==> src/rtl/sdram_arb_pkg.sv <==
// Shared types and constants for the SDRAM logic-port arbiter.
// Optional round-robin selection is enabled by defining SDRAM_ARB_RR_EN.
package sdram_arb_pkg;

  localparam int ADDR_W = 24;

  localparam logic [1:0] PORT_NONE   = 2'd0;
  localparam logic [1:0] PORT_IFETCH = 2'd1;
  localparam logic [1:0] PORT_DATA   = 2'd2;
  localparam logic [1:0] PORT_DMA    = 2'd3;

  typedef enum logic [1:0] {
    IDLE = 2'd0,
    CMD  = 2'd1,
    WAIT = 2'd2,
    DONE = 2'd3
  } arb_state_t;

  // Requester index (1..3) to its bit in the 3-bit request/ready vectors.
  function automatic logic [2:0] port_onehot(input logic [1:0] port);
    case (port)
      PORT_IFETCH: return 3'b001;
      PORT_DATA:   return 3'b010;
      PORT_DMA:    return 3'b100;
      default:     return 3'b000;
    endcase
  endfunction

endpackage

==> src/rtl/sdram_arb_pick.sv <==
// Combinational winner selection for the SDRAM port arbiter.
// SDRAM_ARB_RR_EN defined: round-robin starting after last_grant (3 wraps to 1).
// Undefined: fixed priority 1 > 2 > 3, last_grant ignored.
module sdram_arb_pick
  import sdram_arb_pkg::*;
(
  input  logic [2:0] req,
  input  logic [2:0] mask,
  input  logic [1:0] last_grant,
  output logic [1:0] winner
);

  logic [2:0] elig;

  assign elig = req & ~mask;

`ifdef SDRAM_ARB_RR_EN
  // First eligible requester in the order a, b, c.
  function automatic logic [1:0] first_of(input logic [2:0] e, input logic [1:0] a,
                                          input logic [1:0] b, input logic [1:0] c);
    if (e[a - 2'd1]) return a;
    if (e[b - 2'd1]) return b;
    if (e[c - 2'd1]) return c;
    return PORT_NONE;
  endfunction

  // Rotate the search so it begins just after the previous owner.
  always_comb begin
    winner = PORT_NONE;
    case (last_grant)
      PORT_IFETCH: winner = first_of(elig, PORT_DATA, PORT_DMA, PORT_IFETCH);
      PORT_DATA:   winner = first_of(elig, PORT_DMA, PORT_IFETCH, PORT_DATA);
      default:     winner = first_of(elig, PORT_IFETCH, PORT_DATA, PORT_DMA);
    endcase
  end
`else
  logic unused_last_grant;

  assign unused_last_grant = ^last_grant;

  // Fixed priority: instruction fetch, then data, then DMA.
  always_comb begin
    winner = PORT_NONE;
    if (elig[0])      winner = PORT_IFETCH;
    else if (elig[1]) winner = PORT_DATA;
    else if (elig[2]) winner = PORT_DMA;
  end
`endif

endmodule

==> src/rtl/sdram_port_arbiter.sv <==
// Three-requester arbiter in front of the SDRAM controller logic-side port.
// Define SDRAM_ARB_RR_EN for round-robin selection (default: fixed 1 > 2 > 3).
//
// state | meaning
// IDLE  | no transaction; grant a pending request and load mem_* outputs
// CMD   | one-cycle mem_rd/mem_wr strobe to the controller
// WAIT  | strobe low, mem_* held; wait for mem_ready, run timeout counter
// DONE  | req_ready to owner; chain straight into next grant if one is pending
module sdram_port_arbiter
  import sdram_arb_pkg::*;
#(
  parameter logic [7:0] TIMEOUT = 8'd255
)
(
  input  logic              clk,
  input  logic              resetn,
  input  logic [2:0]        req_rd,
  input  logic [2:0]        req_wr,
  input  logic [ADDR_W-1:0] req_addr  [1:3],
  input  logic [31:0]       req_wdata [1:3],
  input  logic [3:0]        req_be    [1:3],
  output logic [2:0]        req_ready,
  output logic [ADDR_W-1:0] mem_addr,
  output logic [31:0]       mem_wdata,
  output logic [3:0]        mem_be,
  output logic [1:0]        mem_port,
  output logic              mem_rd,
  output logic              mem_wr,
  input  logic              mem_ready,
  output logic [1:0]        grant,
  output logic              err_timeout
);

  arb_state_t state;
  logic [7:0] tmo_cnt;
  logic [2:0] pick_mask;
  logic [1:0] pick_last;
  logic [1:0] winner;

`ifdef SDRAM_ARB_RR_EN
  logic [1:0] last_grant;

  assign pick_last = last_grant;
`else
  assign pick_last = PORT_DMA;
`endif

  // The finishing owner still shows its request during DONE, so hide it there.
  assign pick_mask = (state == DONE) ? port_onehot(grant) : 3'b000;

  sdram_arb_pick u_pick (
    .req        (req_rd | req_wr),
    .mask       (pick_mask),
    .last_grant (pick_last),
    .winner     (winner)
  );

  // Arbitration FSM with registered controller-side outputs.
  always_ff @(posedge clk or negedge resetn) begin
    if (!resetn) begin
      state       <= IDLE;
      req_ready   <= 3'b000;
      mem_addr    <= '0;
      mem_wdata   <= '0;
      mem_be      <= '0;
      mem_port    <= PORT_NONE;
      mem_rd      <= 1'b0;
      mem_wr      <= 1'b0;
      grant       <= PORT_NONE;
      err_timeout <= 1'b0;
      tmo_cnt     <= '0;
`ifdef SDRAM_ARB_RR_EN
      last_grant  <= PORT_DMA;
`endif
    end else begin
      req_ready <= 3'b000;
      case (state)
        IDLE, DONE: begin
          if (winner != PORT_NONE) begin
            mem_addr   <= req_addr[winner];
            mem_wdata  <= req_wdata[winner];
            mem_be     <= req_be[winner];
            mem_port   <= winner;
            grant      <= winner;
            // Write wins when a requester raises both strobes.
            mem_wr     <= req_wr[winner - 2'd1];
            mem_rd     <= ~req_wr[winner - 2'd1];
`ifdef SDRAM_ARB_RR_EN
            last_grant <= winner;
`endif
            state      <= CMD;
          end else begin
            grant <= PORT_NONE;
            state <= IDLE;
          end
        end
        CMD: begin
          mem_rd  <= 1'b0;
          mem_wr  <= 1'b0;
          tmo_cnt <= '0;
          state   <= WAIT;
        end
        WAIT: begin
          if (tmo_cnt != 8'hFF) tmo_cnt <= tmo_cnt + 8'd1;
          // Flag only; the controller is still expected to finish eventually.
          if ((TIMEOUT != 8'd0) && (tmo_cnt + 8'd1 == TIMEOUT)) err_timeout <= 1'b1;
          if (mem_ready) begin
            req_ready <= port_onehot(grant);
            state     <= DONE;
          end
        end
        default: state <= IDLE;
      endcase
    end
  end

endmodule

==> config.mk <==
export PLATFORM = sky130hd
export DESIGN_NAME = sdram_port_arbiter
export DESIGN_NICKNAME = d
export VERILOG_FILES = /design/src/rtl/sdram_arb_pkg.sv /design/src/rtl/sdram_arb_pick.sv /design/src/rtl/sdram_port_arbiter.sv
export SDC_FILE = /design/constraint.sdc
export NUM_CORES = 1
export LEC_CHECK = 0
export CAP_MARGIN = 20
export CELL_PAD_IN_SITES_DETAIL_PLACEMENT = 0
export CELL_PAD_IN_SITES_GLOBAL_PLACEMENT = 1
export CORE_UTILIZATION = 28
export DETAILED_ROUTE_END_ITERATION = 10
export PLACE_DENSITY_LB_ADDON = 0.1
export RECOVER_POWER = 25
export SYNTH_ARGS = -nofsm -noshare
export SYNTH_HDL_FRONTEND = slang
export SYNTH_HIERARCHICAL = 1
export SYNTH_SLANG_ARGS = --single-unit
==> constraint.sdc <==
create_clock -name clk -period 3.1 [get_ports clk]
set_input_delay 0.93 -clock clk [delete_from_list [all_inputs] [get_ports clk]]
set_output_delay 0.93 -clock clk [all_outputs]
set_load 0.02 [all_outputs]
After elaboration in Yosys (flattened, before gate mapping):

Cells that the tools add are included.

* reductions and logical operators: 9
* bitwise logic cells: 5
* add/sub/neg operators: 2
* magnitude comparators: 2
* mux-type cells: 28
* equal/unequal tests: 11

Operators by type and width (number)
* binary-select mux 32 bit (select 2 bit): 1
* two-way mux 32 bit: 2
* binary-select mux 24 bit (select 2 bit): 1
* two-way mux 24 bit: 2
* case mux 8 bit (2 select lines): 1
* two-way mux 2 bit: 5
* two-way mux 3 bit: 3
* case mux 3 bit (3 select lines): 1
* adder 8 x 1 -> 8 bit (second input constant): 1
* binary-select mux 4 bit (select 2 bit): 1
* == test 2 bit (second input constant): 4
* == test 8 bit (second input constant): 1
* two-way mux 4 bit: 2
* two-way mux 8 bit: 1
* inequality test 8 bit (second input constant): 1
* AND reduction 2 bit: 4
* inequality test 2 bit (second input constant): 3
* case mux 2 bit (3 select lines): 1
* nonzero test 2 bit: 3
* == test 2 x 1 -> 1 bit (second input constant): 2
* two-way mux 1 bit: 4
* case mux 1 bit (2 select lines): 2
* AND 3 bit: 1
* >= comparator 3 bit (second input constant): 1
* 9 further kinds: 9

* word-level logic and storage cells: 68
* register bits after elaboration: 80
* output and inout port bits: 70

Longest topological paths before layout:

Gate-level depths: netlist (run 1).

* depth after elaboration: 14
* depth in mapped cells: 14

Modules after synthesis:

The synthesis (run 1) kept the hierarchy.

Modules (own cells, without submodules)
* sdram_port_arbiter: times used 1, cells each 459, area each 4538.1 um2
* sdram_arb_pick: times used 1, cells each 6, area each 45.0 um2

Least setup slack after synthesis (run 1):

No wires, ideal clock.

* path kind: input -> register
* from: in req_rd[0]
* to: reg mem_addr[0]
* arrival time: 2.752 ns
* stages on the path: 12
* required time: 2.974 ns
* slack: 0.222 ns
* path through: or2_2 -> inv_1 -> a2bb2oi_2 -> buf_6 -> buf_2 -> inv_1 -> ha_1 -> nand2b_1 -> buf_2 -> buf_1 -> a221oi_1 -> nor2_1

* longest elaborated chain between the ends: 7
* elaborated cells on any way between the ends: 9

Ends and longest elaborated chain
* from (decl): line sdram_port_arbiter.sv:17 `input logic [2:0] req_rd,`
* bitwise OR 3 bit (*): line sdram_port_arbiter.sv:52 `.req (req_rd | req_wr),`
* AND 3 bit (*): line sdram_arb_pick.sv:15 `assign elig = req & ~mask;`
* two-way mux 2 bit (*): line sdram_arb_pick.sv:44 `if (elig[0]) winner = PORT_IFETCH;`
* net winner[1]: line sdram_port_arbiter.sv:38 `logic [1:0] winner;`
* inverter 2 -> 3 bit (not written as such): line sdram_port_arbiter.sv:80 `mem_addr <= req_addr[winner];`
* binary-select mux 24 bit (select 2 bit): line sdram_port_arbiter.sv:80
* two-way mux 24 bit (not written as such) (2 in series): line sdram_port_arbiter.sv:80
* to (signal assigned): line sdram_port_arbiter.sv:80
* to (decl): line sdram_port_arbiter.sv:23 `output logic [ADDR_W-1:0] mem_addr,`

Mark *: on every way through the listed nets, which the timed path passes. The rest lies on a longest branch. The select of a mux whose other input is x is not followed.
A chain may end at the register's enable or synchronous reset.

Worst setup path in the final report (run 1):

* from: in req_wr[1]
* to: reg mem_wdata[31]

* longest elaborated chain between the ends: 8
* elaborated cells on any way between the ends: 10

Ends and longest elaborated chain
* from (decl): line sdram_port_arbiter.sv:18 `input logic [2:0] req_wr,`
* bitwise OR 3 bit (*): line sdram_port_arbiter.sv:52
* AND 3 bit (*): line sdram_arb_pick.sv:15
* two-way mux 2 bit (*): line sdram_arb_pick.sv:45 `else if (elig[1]) winner = PORT_DATA;`
* two-way mux 2 bit (*): line sdram_arb_pick.sv:44
* net winner[1]: line sdram_port_arbiter.sv:38
* inverter 2 -> 3 bit (not written as such): line sdram_port_arbiter.sv:81 `mem_wdata <= req_wdata[winner];`
* binary-select mux 32 bit (select 2 bit): line sdram_port_arbiter.sv:81
* two-way mux 32 bit (not written as such) (2 in series): line sdram_port_arbiter.sv:81
* to (signal assigned): line sdram_port_arbiter.sv:81
* to (decl): line sdram_port_arbiter.sv:24 `output logic [31:0] mem_wdata,`

Marked as above.

==> run metrics, run 1 <==
status=finished with violations; failing checks=capacitance limit, slew limit; WP data arrival=3140 ps; f_max=0.342 GHz; final worst setup slack=~180 ps; cell count after synthesis=464; Crit-path slowest cell=clkdlybuf4s50_1; ratio of cells with drive above 1 in the final layout=15.5%; # Max-Cap Violations=1; Final Hold Viols=0; Inst Count DP=917; first-pass GRT wire length=24200 um; Layout Cells excl Fill=933; Clock Latency Late Sink=about 340 ps; Max IR drop VDD=483 uV; DRT Pass-1 Iters=5; full die area=around 17000 um2; Mean Syn Cell Area=9.87 um2; Net Count, Synth=659; die height=130 um; gr ovfl total=0; PwrDens=987 nW/um2; row cnt=46; Setup CP Type=primary input to register; Vias per Instance=4.86; cell area after synthesis=4580 um2; DP HPWL=12300 um; Post-CTS Resized=0; crit share post-route=94.3%; CTS buffer count=9; IO Port Bufs=258; final WL=16100 um; total global-route track usage=between 10% and 20%; setup TNS=0 ps; Residual DRC=0; Layout area overhead=69.8%; Slew HR=-35.7%; synth warn=6; vias in the first global route=4438; routed length per placed instance=17.3 um; Core ar.=15900 um2; Setup Slack @ Placement=-162 ps; ant diodes=0; crit path launch type=primary input; Worst Skew=6.75 ps; die width=130 um; Worst-path clk slew=60 ps; final setup violation count=0; CP Cell Sequence=clkdlybuf4s50_1, or2_2, or2b_1, a2bb2oi_4, buf_4, mux2_2, a221oi_1, nor2_1; nets=907; fin. max-slew vios=34; critical path capture point type=register; Final min period=2920 ps; Detail Route Antenna Nets=0; largest net degree at the start of global routing=40; Required @ worst endpoint=3310 ps; Pleak=3.08 nW; HP Class=register to register; CTS tree=yes; Sink Count=80; initial antenna violation count=0; Final GP Congestion=0.770; Clock Tree Buf Depth=2; Iteration-0 DRC Markers=161; via count=4538; H-tree depth=3; peak fanout along the critical path=24; Largest stage delay, worst path=around 470 ps; cts hold-fix bufs=0; Root Driver=clkbuf_16; hold slack=between 400 and 500 ps; I/O Pins=259; Starting Density=28.7%; Slew @ Worst Pin=about 2000 ps; RSZ-0062 raised after global routing=false; setup repair bufs after CTS=0
-- stage by stage --
step / instance area [um2] / power [mW] / util, %
3_3_place_gp: 7460 / 6.51 / 46.8
6_report: 7770 / 7.68 / 48.8
2_1_floorplan: 4580 / 4.58 / -
5_1_grt: 7770 / 8.25 / 48.8
4_1_cts: 7780 / 7.80 / 48.8
3_5_place_dp: 7460 / 6.63 / 46.8
-- sequential cells by signal, indices dropped and copies added (netlist names) --
register     cells
grant            2
err_timeout      1
mem_wr           1
mem_wdata       32
mem_addr        24
tmo_cnt          8
mem_port         2
mem_rd           1
state            2
mem_be           4
req_ready        3
-- worst paths after layout --
path                              from            end  slack, ps  cells past startpoint
setup / recovery             req_wr[1]  mem_wdata[31]        180                      8
hold / removal             err_timeout    err_timeout        470                      1
setup reg to reg              state[0]  mem_wdata[31]        570                      9
hold reg to reg            err_timeout    err_timeout        470                      1
max in group asynchronous       resetn     tmo_cnt[2]        750                      1
min in group asynchronous       resetn  mem_wdata[23]       1160                      1
-- report_power, final --
| group | internal (mW) | total (mW) | switching, mW |
|---|---|---|---|
| combinational | 2.14 | 4.66 | 2.52 |
| sequential | 1.57 | 1.87 | 0.301 |
| clock | 0.727 | 1.14 | 0.414 |
| total | 4.44 | 7.68 | 3.24 |
-- critical path, delay by kind of cell --
family | cells | cell delay, ps
muxes | 1 | 380
buffers and inverters | 2 | 800
AOI/OAI and AO/OA | 2 | 560
and+or+nand+nor | 3 | 450
-- placed cells by master, fill, tap and decap left out, drive strengths merged, types with 3 or more instances in the layout --
| master | n |
|---|---|
| a21oi | 10 |
| a221oi | 60 |
| a31oi | 3 |
| buf | 19 |
| clkbuf | 14 |
| clkdlybuf4s50 | 257 |
| dfrtp | 80 |
| ha | 6 |
| inv | 10 |
| mux2 | 60 |
| nand2 | 11 |
| nand2b | 3 |
| nand3 | 6 |
| nand4 | 3 |
| nor2 | 131 |
| nor2b | 4 |
| nor3 | 4 |
| o21ai | 5 |
| or2 | 3 |
-- metal layers --
layer | share of wire (%) | track usage [%] | vias up
met5 | 0 | 0 | -
met3 | 7.5 | 4.63 | 20
met2 | 48 | 32.1 | 189
li1 | - | - | 2176
met1 | 42 | 23.2 | 2153
met4 | 2.1 | 6.98 | 0
-- cell type report --
class | instances | area (um2)
clock buffer | 13 | 250
clock inverter | 3 | 65.1
fill | 1504 | 8170
inverter | 10 | 37.5
multi-input combinational | 334 | 2340
sequential | 80 | 2000
tap | 216 | 270
timing repair buffer | 277 | 2810
No activity file was read; power rests on OpenSTA's default activity.
==> run 2, diff against run 1 <==
--- a/config.mk
+++ b/config.mk
@@ -10,6 +10,7 @@
 export CELL_PAD_IN_SITES_GLOBAL_PLACEMENT = 1
 export CORE_UTILIZATION = 28
 export DETAILED_ROUTE_END_ITERATION = 10
+export HOLD_SLACK_MARGIN = 0.02
 export PLACE_DENSITY_LB_ADDON = 0.1
 export RECOVER_POWER = 25
 export SYNTH_ARGS = -nofsm -noshare
==> results of run 2 <==
Final layout, timing and power as in run 1 (identical DEF).
==> run 3, diff against run 2 <==
--- a/config.mk
+++ b/config.mk
@@ -5,6 +5,7 @@
 export SDC_FILE = /design/constraint.sdc
 export NUM_CORES = 1
 export LEC_CHECK = 0
+export ABC_CLOCK_PERIOD_IN_PS = 3100
 export CAP_MARGIN = 20
 export CELL_PAD_IN_SITES_DETAIL_PLACEMENT = 0
 export CELL_PAD_IN_SITES_GLOBAL_PLACEMENT = 1
==> results of run 3 <==
Final layout, timing and power as in run 1 (identical DEF).
